[config.mk]
export PLATFORM = sky130hd
export DESIGN_NAME = pkt_wrr_arbiter
export DESIGN_NICKNAME = d
export VERILOG_FILES = /design/src/rtl/pkt_wrr_arbiter_pkg.sv /design/src/rtl/pkt_wrr_arbiter_cyclic_prio_enc.sv /design/src/rtl/pkt_wrr_arbiter.sv
export SDC_FILE = /design/constraint.sdc
export NUM_CORES = 1
export LEC_CHECK = 0
export ABC_CLOCK_PERIOD_IN_PS = 10200
export BUFFER_PORTS_ARGS = -buffer_cell sky130_fd_sc_hd__buf_2
export CORE_MARGIN = 2
export CORE_UTILIZATION = 41
export CTS_CLUSTER_SIZE = 28
export DETAILED_ROUTE_END_ITERATION = 16
export GPL_TIMING_DRIVEN = 0
export HOLD_SLACK_MARGIN = 0.03
export PLACE_DENSITY = 0.88
export REMOVE_ABC_BUFFERS = 1
export SLEW_MARGIN = 25
export SYNTH_ARGS = -nofsm -noshare
export SYNTH_HDL_FRONTEND = slang
export SYNTH_SLANG_ARGS = --single-unit
[constraint.sdc]
create_clock -name clk_i -period 10.2 [get_ports clk_i]
set_clock_uncertainty 0.15 [all_clocks]
set_input_delay 2.04 -clock clk_i [delete_from_list [all_inputs] [get_ports clk_i]]
set_output_delay 2.04 -clock clk_i [all_outputs]
set_load 0.005 [all_outputs]
[src/rtl/pkt_wrr_arbiter_pkg.sv]
// Shared types and helpers for the weighted round-robin packet arbiter.
package pkt_wrr_arbiter_pkg;

    // IDLE: free to arbitrate; PKT: output locked to the owner until its last beat
    typedef enum logic {
        IDLE = 1'b0,
        PKT  = 1'b1
    } state_e;

    // Index type for the default four-source configuration
    localparam int unsigned DefaultNumIn = 4;
    typedef logic [$clog2(DefaultNumIn)-1:0] idx_t;

    // Next index in cyclic order, wrapping from numIn-1 back to 0
    function automatic int unsigned wrap_inc(input int unsigned idx, input int unsigned numIn);
        return (idx >= numIn - 1) ? 0 : idx + 1;
    endfunction

endpackage

[src/rtl/pkt_wrr_arbiter_cyclic_prio_enc.sv]
// Cyclic priority encoder: first set request at or after the start pointer,
// wrapping around; reports the pointer itself when nothing is requesting.
module cyclic_prio_enc #(
    parameter int unsigned NumIn = 4,
    parameter int unsigned IdxW  = 2
) (
    input  logic [NumIn-1:0] req_i,
    input  logic [IdxW-1:0]  ptr_i,
    output logic [IdxW-1:0]  idx_o,
    output logic             found_o
);

    int unsigned     cand;
    logic [IdxW-1:0] candIdx;

    // Walk NumIn positions starting at the pointer and keep the first hit
    always_comb begin
        idx_o   = ptr_i;
        found_o = 1'b0;
        cand    = 0;
        candIdx = '0;
        for (int unsigned k = 0; k < NumIn; k++) begin
            cand = 32'(ptr_i) + k;
            if (cand >= NumIn) begin
                cand = cand - NumIn;
            end
            candIdx = IdxW'(cand);
            if (!found_o && req_i[candIdx]) begin
                idx_o   = candIdx;
                found_o = 1'b1;
            end
        end
    end

endmodule

[src/rtl/pkt_wrr_arbiter.sv]
// Weighted round-robin packet arbiter: multi-beat packets are kept atomic and
// each source may send up to its weight in consecutive packets per turn.
module pkt_wrr_arbiter
    import pkt_wrr_arbiter_pkg::*;
#(
    parameter int unsigned NumIn       = 4,
    parameter int unsigned DataWidth   = 32,
    parameter int unsigned WeightWidth = 4,
    localparam int unsigned IdxW       = $clog2(NumIn)
) (
    input  logic                         clk_i,
    input  logic                         rst_ni,
    input  logic                         flush_i,
    input  logic [NumIn*WeightWidth-1:0] weight_i,
    input  logic [NumIn-1:0]             req_i,
    input  logic [NumIn-1:0]             last_i,
    input  logic [NumIn*DataWidth-1:0]   data_i,
    output logic [NumIn-1:0]             gnt_o,
    output logic                         req_o,
    output logic                         last_o,
    output logic [DataWidth-1:0]         data_o,
    output logic [IdxW-1:0]              idx_o,
    input  logic                         gnt_i
);

    state_e                 state_q, state_d;
    logic [IdxW-1:0]        owner_q, owner_d;
    logic [IdxW-1:0]        ptr_q, ptr_d;
    logic [WeightWidth-1:0] used_q, used_d;

    logic [IdxW-1:0]        encIdx;
    logic                   encFound;
    logic [IdxW-1:0]        sel;
    logic                   reqSel;
    logic                   xfer;
    logic [WeightWidth-1:0] weightSel;
    logic [WeightWidth-1:0] wEff;
    logic [WeightWidth-1:0] usedNext;

    cyclic_prio_enc #(
        .NumIn (NumIn),
        .IdxW  (IdxW)
    ) u_enc (
        .req_i   (req_i),
        .ptr_i   (ptr_q),
        .idx_o   (encIdx),
        .found_o (encFound)
    );

    // Selection follows the lock while a packet is open, otherwise the encoder
    always_comb begin
        sel    = (state_q == PKT) ? owner_q : encIdx;
        reqSel = (state_q == PKT) ? req_i[owner_q] : encFound;
        req_o  = reqSel & ~flush_i;
        last_o = last_i[sel];
        data_o = data_i[DataWidth*int'(sel) +: DataWidth];
        idx_o  = sel;
        xfer   = req_o & gnt_i;
        gnt_o  = '0;
        if (!flush_i) begin
            gnt_o[sel] = gnt_i & reqSel;
        end
    end

    // Turn accounting: a weight of zero still allows one packet per turn
    always_comb begin
        weightSel = weight_i[WeightWidth*int'(sel) +: WeightWidth];
        wEff      = (weightSel == '0) ? WeightWidth'(1) : weightSel;
        usedNext  = (sel == ptr_q) ? used_q + 1'b1 : WeightWidth'(1);
    end

    // Next-state: lock on a non-last beat, release and rotate on the last beat
    always_comb begin
        state_d = state_q;
        owner_d = owner_q;
        ptr_d   = ptr_q;
        used_d  = used_q;
        if (flush_i) begin
            state_d = IDLE;
            owner_d = '0;
            ptr_d   = '0;
            used_d  = '0;
        end else if (xfer) begin
            if (!last_o) begin
                state_d = PKT;
                owner_d = sel;
            end else begin
                state_d = IDLE;
                if (usedNext >= wEff) begin
                    ptr_d  = IdxW'(wrap_inc(32'(sel), NumIn));
                    used_d = '0;
                end else begin
                    ptr_d  = sel;
                    used_d = usedNext;
                end
            end
        end
    end

    // Arbiter state registers with asynchronous reset dropping any lock
    always_ff @(posedge clk_i or negedge rst_ni) begin
        if (!rst_ni) begin
            state_q <= IDLE;
            owner_q <= '0;
            ptr_q   <= '0;
            used_q  <= '0;
        end else begin
            state_q <= state_d;
            owner_q <= owner_d;
            ptr_q   <= ptr_d;
            used_q  <= used_d;
        end
    end

endmodule

# Word level (Yosys, flattened, before mapping)
# Cells that the tools add are included.
[classes] addsub=9 order_cmp=13 n_eq_ne=2 n_reduce_logical=12 bitwise=5 muxes=46 n_shift=2
[op_table] operator="$shiftx A128 B8 Y32" count=1
[op_table] operator="$mux W2" count=17
[op_table] operator="$mux W4" count=7
[op_table] operator="$lt A2 B3 Y1 const B" count=6
[op_table] operator="$shiftx A16 B5 Y4" count=1
[op_table] operator="$mux W1" count=15
[op_table] operator="$bmux W1 S2" count=6
[op_table] operator="$ge A3 B3 Y1 const B" count=3
[op_table] operator="$sub A2 B1 Y2 const B" count=4
[op_table] operator="$add A2 B2 Y3 const B" count=2
[op_table] operator="$add A4 B1 Y4 const B" count=1
[op_table] operator="$and A4 B4 Y4" count=1
[op_table] operator="$ge A4 B4 Y1" count=1
[op_table] operator="$logic_and A1 B1 Y1" count=4
[op_table] operator="$logic_not A4 Y1" count=1
[op_table] operator="$reduce_and A2 Y1" count=2
[op_table] operator="$reduce_bool A2 Y1" count=2
[op_table] operator="$add A2 B1 Y3 const B" count=1
[op_table] operator="$and A1 B1 Y1" count=3
[op_table] operator="$ge A2 B3 Y1 const B" count=1
[op_table] operator="$logic_not A1 Y1" count=3
[op_table] operator="$add A2 B1 Y2 const B" count=1
[op_table] operator="$demux W1 S2" count=1
[op_table] operator="$eq A2 B2 Y1" count=1
[op_table] operator="4 further kinds" count=4
[totals] out_inout_bits=40 word_cells=93 inputBits=156 regBits=9

# Depth between registers and ports, before layout
[depth] word_depth=23 ltp_mapped=16 mapped_depth_nobuf=15

# Cells and area by module
# Synthesis repeated with hierarchy kept, for this count alone.
[hier_totals] cells_unflattened=342 hier_area_um2=2011.9
[modules_own_cells] module="pkt_wrr_arbiter" instances=1 area_each_um2=1915.6 seq_area_each_um2=225.2 cells_per_inst=326
[modules_own_cells] module="cyclic_prio_enc" instances=1 area_each_um2=96.3 seq_area_each_um2=0.0 cells_per_inst=16

# Least setup slack after synthesis
# OpenSTA, ideal clock, no wires.
[synth_timing] path_kind="input -> output" start="input req_i[1]" end="output gnt_o[0]" path_stages=9 t_required_ns=8.010 path_slack_ns=4.044 t_arrival_ns=3.966 n_path_buf=2 path_cell_list="or3b_1 o22a_1 and3_4 a221oi_4 buf_2 inv_2 clkbuf_1 ha_1 and3_1"
[synth_between] elab_chain_len=19 word_cells_on_any_way=34 cone_classes="order compare (2); mux (23); bitwise (2); reduce/logical (7)"
[synth_rtl] item="from (decl)" line_no="pkt_wrr_arbiter.sv:15" rtl="input logic [NumIn-1:0] req_i,"
[synth_rtl] item="$bmux W1 S2" line_no="pkt_wrr_arbiter_cyclic_prio_enc.sv:28" rtl="if (!found_o && req_i[candIdx]) begin"
[synth_rtl] item="$mux W1 (implied by the code)" line_no="pkt_wrr_arbiter_cyclic_prio_enc.sv:28"
[synth_rtl] item="$mux W1" line_no="pkt_wrr_arbiter_cyclic_prio_enc.sv:28"
[synth_rtl] item="$logic_not A1 Y1" line_no="pkt_wrr_arbiter_cyclic_prio_enc.sv:28"
[synth_rtl] item="$logic_and A1 B1 Y1" line_no="pkt_wrr_arbiter_cyclic_prio_enc.sv:28"
[synth_rtl] item="$mux W1" line_no="pkt_wrr_arbiter_cyclic_prio_enc.sv:28"
[synth_rtl] item="$logic_not A1 Y1" line_no="pkt_wrr_arbiter_cyclic_prio_enc.sv:28"
[synth_rtl] item="$logic_and A1 B1 Y1" line_no="pkt_wrr_arbiter_cyclic_prio_enc.sv:28"
[synth_rtl] item="[... 3 more ...]"
[synth_rtl] item="$mux W2" line_no="pkt_wrr_arbiter_cyclic_prio_enc.sv:28"
[synth_rtl] item="$mux W2" line_no="pkt_wrr_arbiter.sv:52" rtl="sel = (state_q == PKT) ? owner_q : encIdx;"
[synth_rtl] item="$lt A2 B3 Y1 (implied by the code) or $ge A2 B1 Y1 (tied branches)" line_no="pkt_wrr_arbiter.sv:61" rtl="gnt_o[sel] = gnt_i & reqSel;"
[synth_rtl] item="$logic_and A1 B1 Y1 (implied by the code)" line_no="pkt_wrr_arbiter.sv:61"
[synth_rtl] item="$mux W1 (implied by the code)" line_no="pkt_wrr_arbiter.sv:61"
[synth_rtl] item="$demux W1 S2" line_no="pkt_wrr_arbiter.sv:61"
[synth_rtl] item="$and A4 B4 Y4 (no line) (*)"
[synth_rtl] item="$mux W4 (*)" line_no="pkt_wrr_arbiter.sv:60" rtl="if (!flush_i) begin"
[synth_rtl] item="to (decl)" line_no="pkt_wrr_arbiter.sv:18" rtl="output logic [NumIn-1:0] gnt_o,"
# Mark *: on every way between the ends. The rest lies on a longest branch, timed or not. The select of a mux whose other input is x is not followed.

# Final worst setup path
[layout_timing] start="input req_i[1]" end="output gnt_o[2]"
# Same word-level chain as after synthesis.

==> impl_metrics.yaml <==
drt:
  drc: 0
  wl_per_cell_um: 13.3
  vias: 3064
  avgViaCountPerCell: 5.30
  drt_first_iter_violations: 152
  finalWirelength_um: 7700
  dr.pass1.iters: 5
  antenna_left: 0
sta:
  slew-limit-headroom_pct: 51.1
  finalMaxSlewViolations: 0
  rsz0062_at_grt: "false"
  fmax_ghz: 0.149
  hold_viol_final: 0
  worstMarginPinSlew_ns: 0.729
  setup_tns_ns: 0
  layout_min_cycle_time_ns: 6.70
  fin_ws_ns: 3.50
  setup_viol: 0
  period_share_pct: 65.6
global_route:
  first_global_vias: 2715
  grtUsageMet2_pct: 45.7
  met3_usage_pct: 3.04
  grt_max_degree: 69
  antenna_found_initial: 0
  busiest_layer: "met2"
  grt-ovfl-total: 0
  met1_usage_pct: 26.8
  grt_pass1_wl_um: 11000
  grt.total_usage_pct: 23.9
floorplanning:
  pin_count: 196
  num_rows: 25
  coreArea_um2: 4820
  start_util_pct: 43.3
  die_area_um2: 5680
  fp.dieH_um: 75.3
  die_w_um: 75.3
synth:
  synthCells: 337
  synth_flop_cell: "dfrtp_1"
  synth-edff-count: 0
  yosysTopAreaCellShare_pct: 23.7
  ys_types: 49
  ys_ff_latch: 9
  ys_top_cells_by_count: "nand2_1 (132), and3_1 (39), a31oi_1 (33)"
  synth_fa_ha_area_share_pct: 5.40
  synthMuxAreaShare_pct: 8.75
  yosysMostFrequentCell: "nand2_1"
  synth_top_area_cell: "nand2_1"
  synth_warnings: 0
  synth_area_per_cell_um2: 6.19
  synth-simple-area-share_pct: 44.8
  synth-xor-area-share_pct: 1.68
  ys_seq_area_share_pct: 10.8
  ys_async_sr_fraction_pct: 100
  netlist_area_um2: 2090
  synth_compound_area_share_pct: 20.7
  synth_top_family_by_area: "simple AND/OR/NAND/NOR gates"
  yosys-top-cells-area: "nand2_1 (24%), and3_1 (12%), dfrtp_1 (11%)"
power_and_ir_drop:
  p_per_area_nw_per_um2: 117
  p_leak_uw: 0.00177
  peakVddDrop_v: 0.0000777
run:
  maxCapViolCount: 0
critical_path:
  cpLargestDelayFamily: "buffers and inverters"
  slowest_delay_ns: 0.49
  crit_path_top_delay_cell: "a221oi_4"
  crit_path_cell_trace: "buf_2 > or3b_1 > o22a_1 > and3_4 > a221oi_4 > buf_6 > inv_2 > ha_1 > and3_1 > buf_2"
  crit_path_frequent_cell: "buf_2"
  cp.arrival_ns: 4.51
  cp_num_buf_inv: 4
  cp_max_fo: 34
  worstSetupEndpointType: "output port"
  path_class: "primary input to output port"
  start_kind: "primary input"
  crit_required_ns: 8.01
cts:
  hold_buffers: 0
  cts_root_buf: "clkbuf_8"
  post_cts_buffers: 0
  cts_tree: "built"
  h-tree-depth: 1
  clock_tree.buffer_depth: 2
  post_cts_resized: 0
  numCtsBuffers: 3
  clock_insertion_delay_worst_skew_ns: 0.24
  cts.clk_slew.worst_paths_ns: 0.04
  cts_sinks: 9
placement:
  portBuffers: 195
  place_ws_ns: 3.50
  place_congestion: 0.859
  dp_hpwl_um: 6010
cells_and_area:
  diodes: 0
  area_growth_pct: 49.6
  final_layout_size_suffix_gt1_share_pct: 43.1
  layout.nets: 677
outcome:
  status: "finished clean"
hold_path:
  min_path_type: "flop to flop"
final timing paths:
kind / start / to / slack (ns) / cells after the start
max: req_i[1] / gnt_o[2] / 3.50 / 10
min: used_q[3] / used_q[3] / 0.42 / 1
max reg2reg: ptr_q[0] / used_q[2] / 5.32 / 15
min reg2reg: used_q[3] / used_q[3] / 0.42 / 1
max in group asynchronous: rst_ni / owner_q[0] / 8.23 / 1
min in group asynchronous: rst_ni / ptr_q[0] / 1.49 / 1
power breakdown:
part           switching (µW)  internal [µW]
combinational             150            130
sequential               4.19           38.1
clock                    14.4           27.2
layout by cell type, fill, tap and decap left out, types with 2 or more instances in the layout:
master    count
a21o_1        2
a21oi_1       7
a21oi_2       2
a311oi_1      2
a31o_1        2
a31oi_1      33
and3_1       39
buf_2       195
clkbuf_8      3
dfrtp_1       9
ha_1          9
inv_1         7
inv_2         2
mux2_2        4
mux2i_1       3
mux4_2        3
nand2_1     132
nand3_1       2
nand4_1       2
nand4b_1      2
nor2_1        8
nor2b_1       3
nor3_1        4
o21ai_0       5
xnor2_1       3
metal layers:
metal  wire (µm)  share of wire (%)  vias up
met2        4120                 54      155
met1        2920                 38     1375
met4          73               0.95        0
met5           0                  0        -
met3         585                7.6        8
li1            -                  -     1526
logic make-up after synthesis:
family | after synthesis
and+or+nand+nor | 203
buffers and inverters | 38
adders and majority gates | 9
muxes | 12
AOI/OAI and AO/OA | 62
xor gates and xnor gates | 4
DFF | 9
worst reg2reg max path: stages (launching register included):
cell and delay [ns]:
dfrtp_1 0.51, or3b_1 0.39, o22a_1 0.23, and3_4 0.17, a221oi_4 0.49, buf_8 0.23, mux4_1 0.56, a31o_2 0.23
ha_1 0.26, nand2b_1 0.14, a21o_1 0.17, a21o_1 0.17, a21oi_1 0.50, and3_1 0.29, nand4_1 0.13, a21oi_2 0.17
state kept, by name, summed over array words and instances, names as in the netlist:
name	flops
owner_q	2
used_q	4
state_q	1
ptr_q	2
layout make-up:
| type | count | area [µm²] |
|---|---|---|
| clock buffers | 4 | 45.0 |
| multi-input cells | 290 | 1710 |
| well taps | 67 | 83.8 |
| flip-flops and latches | 9 | 225 |
| fillers | 438 | 1700 |
| repair buffers | 198 | 1020 |
| inverters | 10 | 40.0 |
per-stage QoR:
stage	hold WS, ns	cells	utilization [%]	power (µW)	area (µm²)
2_1_floorplan	0.372	309	-	205	1960
3_3_place_gp	0.396	571	62.7	310	3020
3_5_place_dp	0.411	574	63.9	322	3080
4_1_cts	0.422	578	64.8	365	3120
5_1_grt	0.452	578	64.8	399	3120
6_report	0.418	578	64.8	365	3120
(Power assumes the default switching activity.)
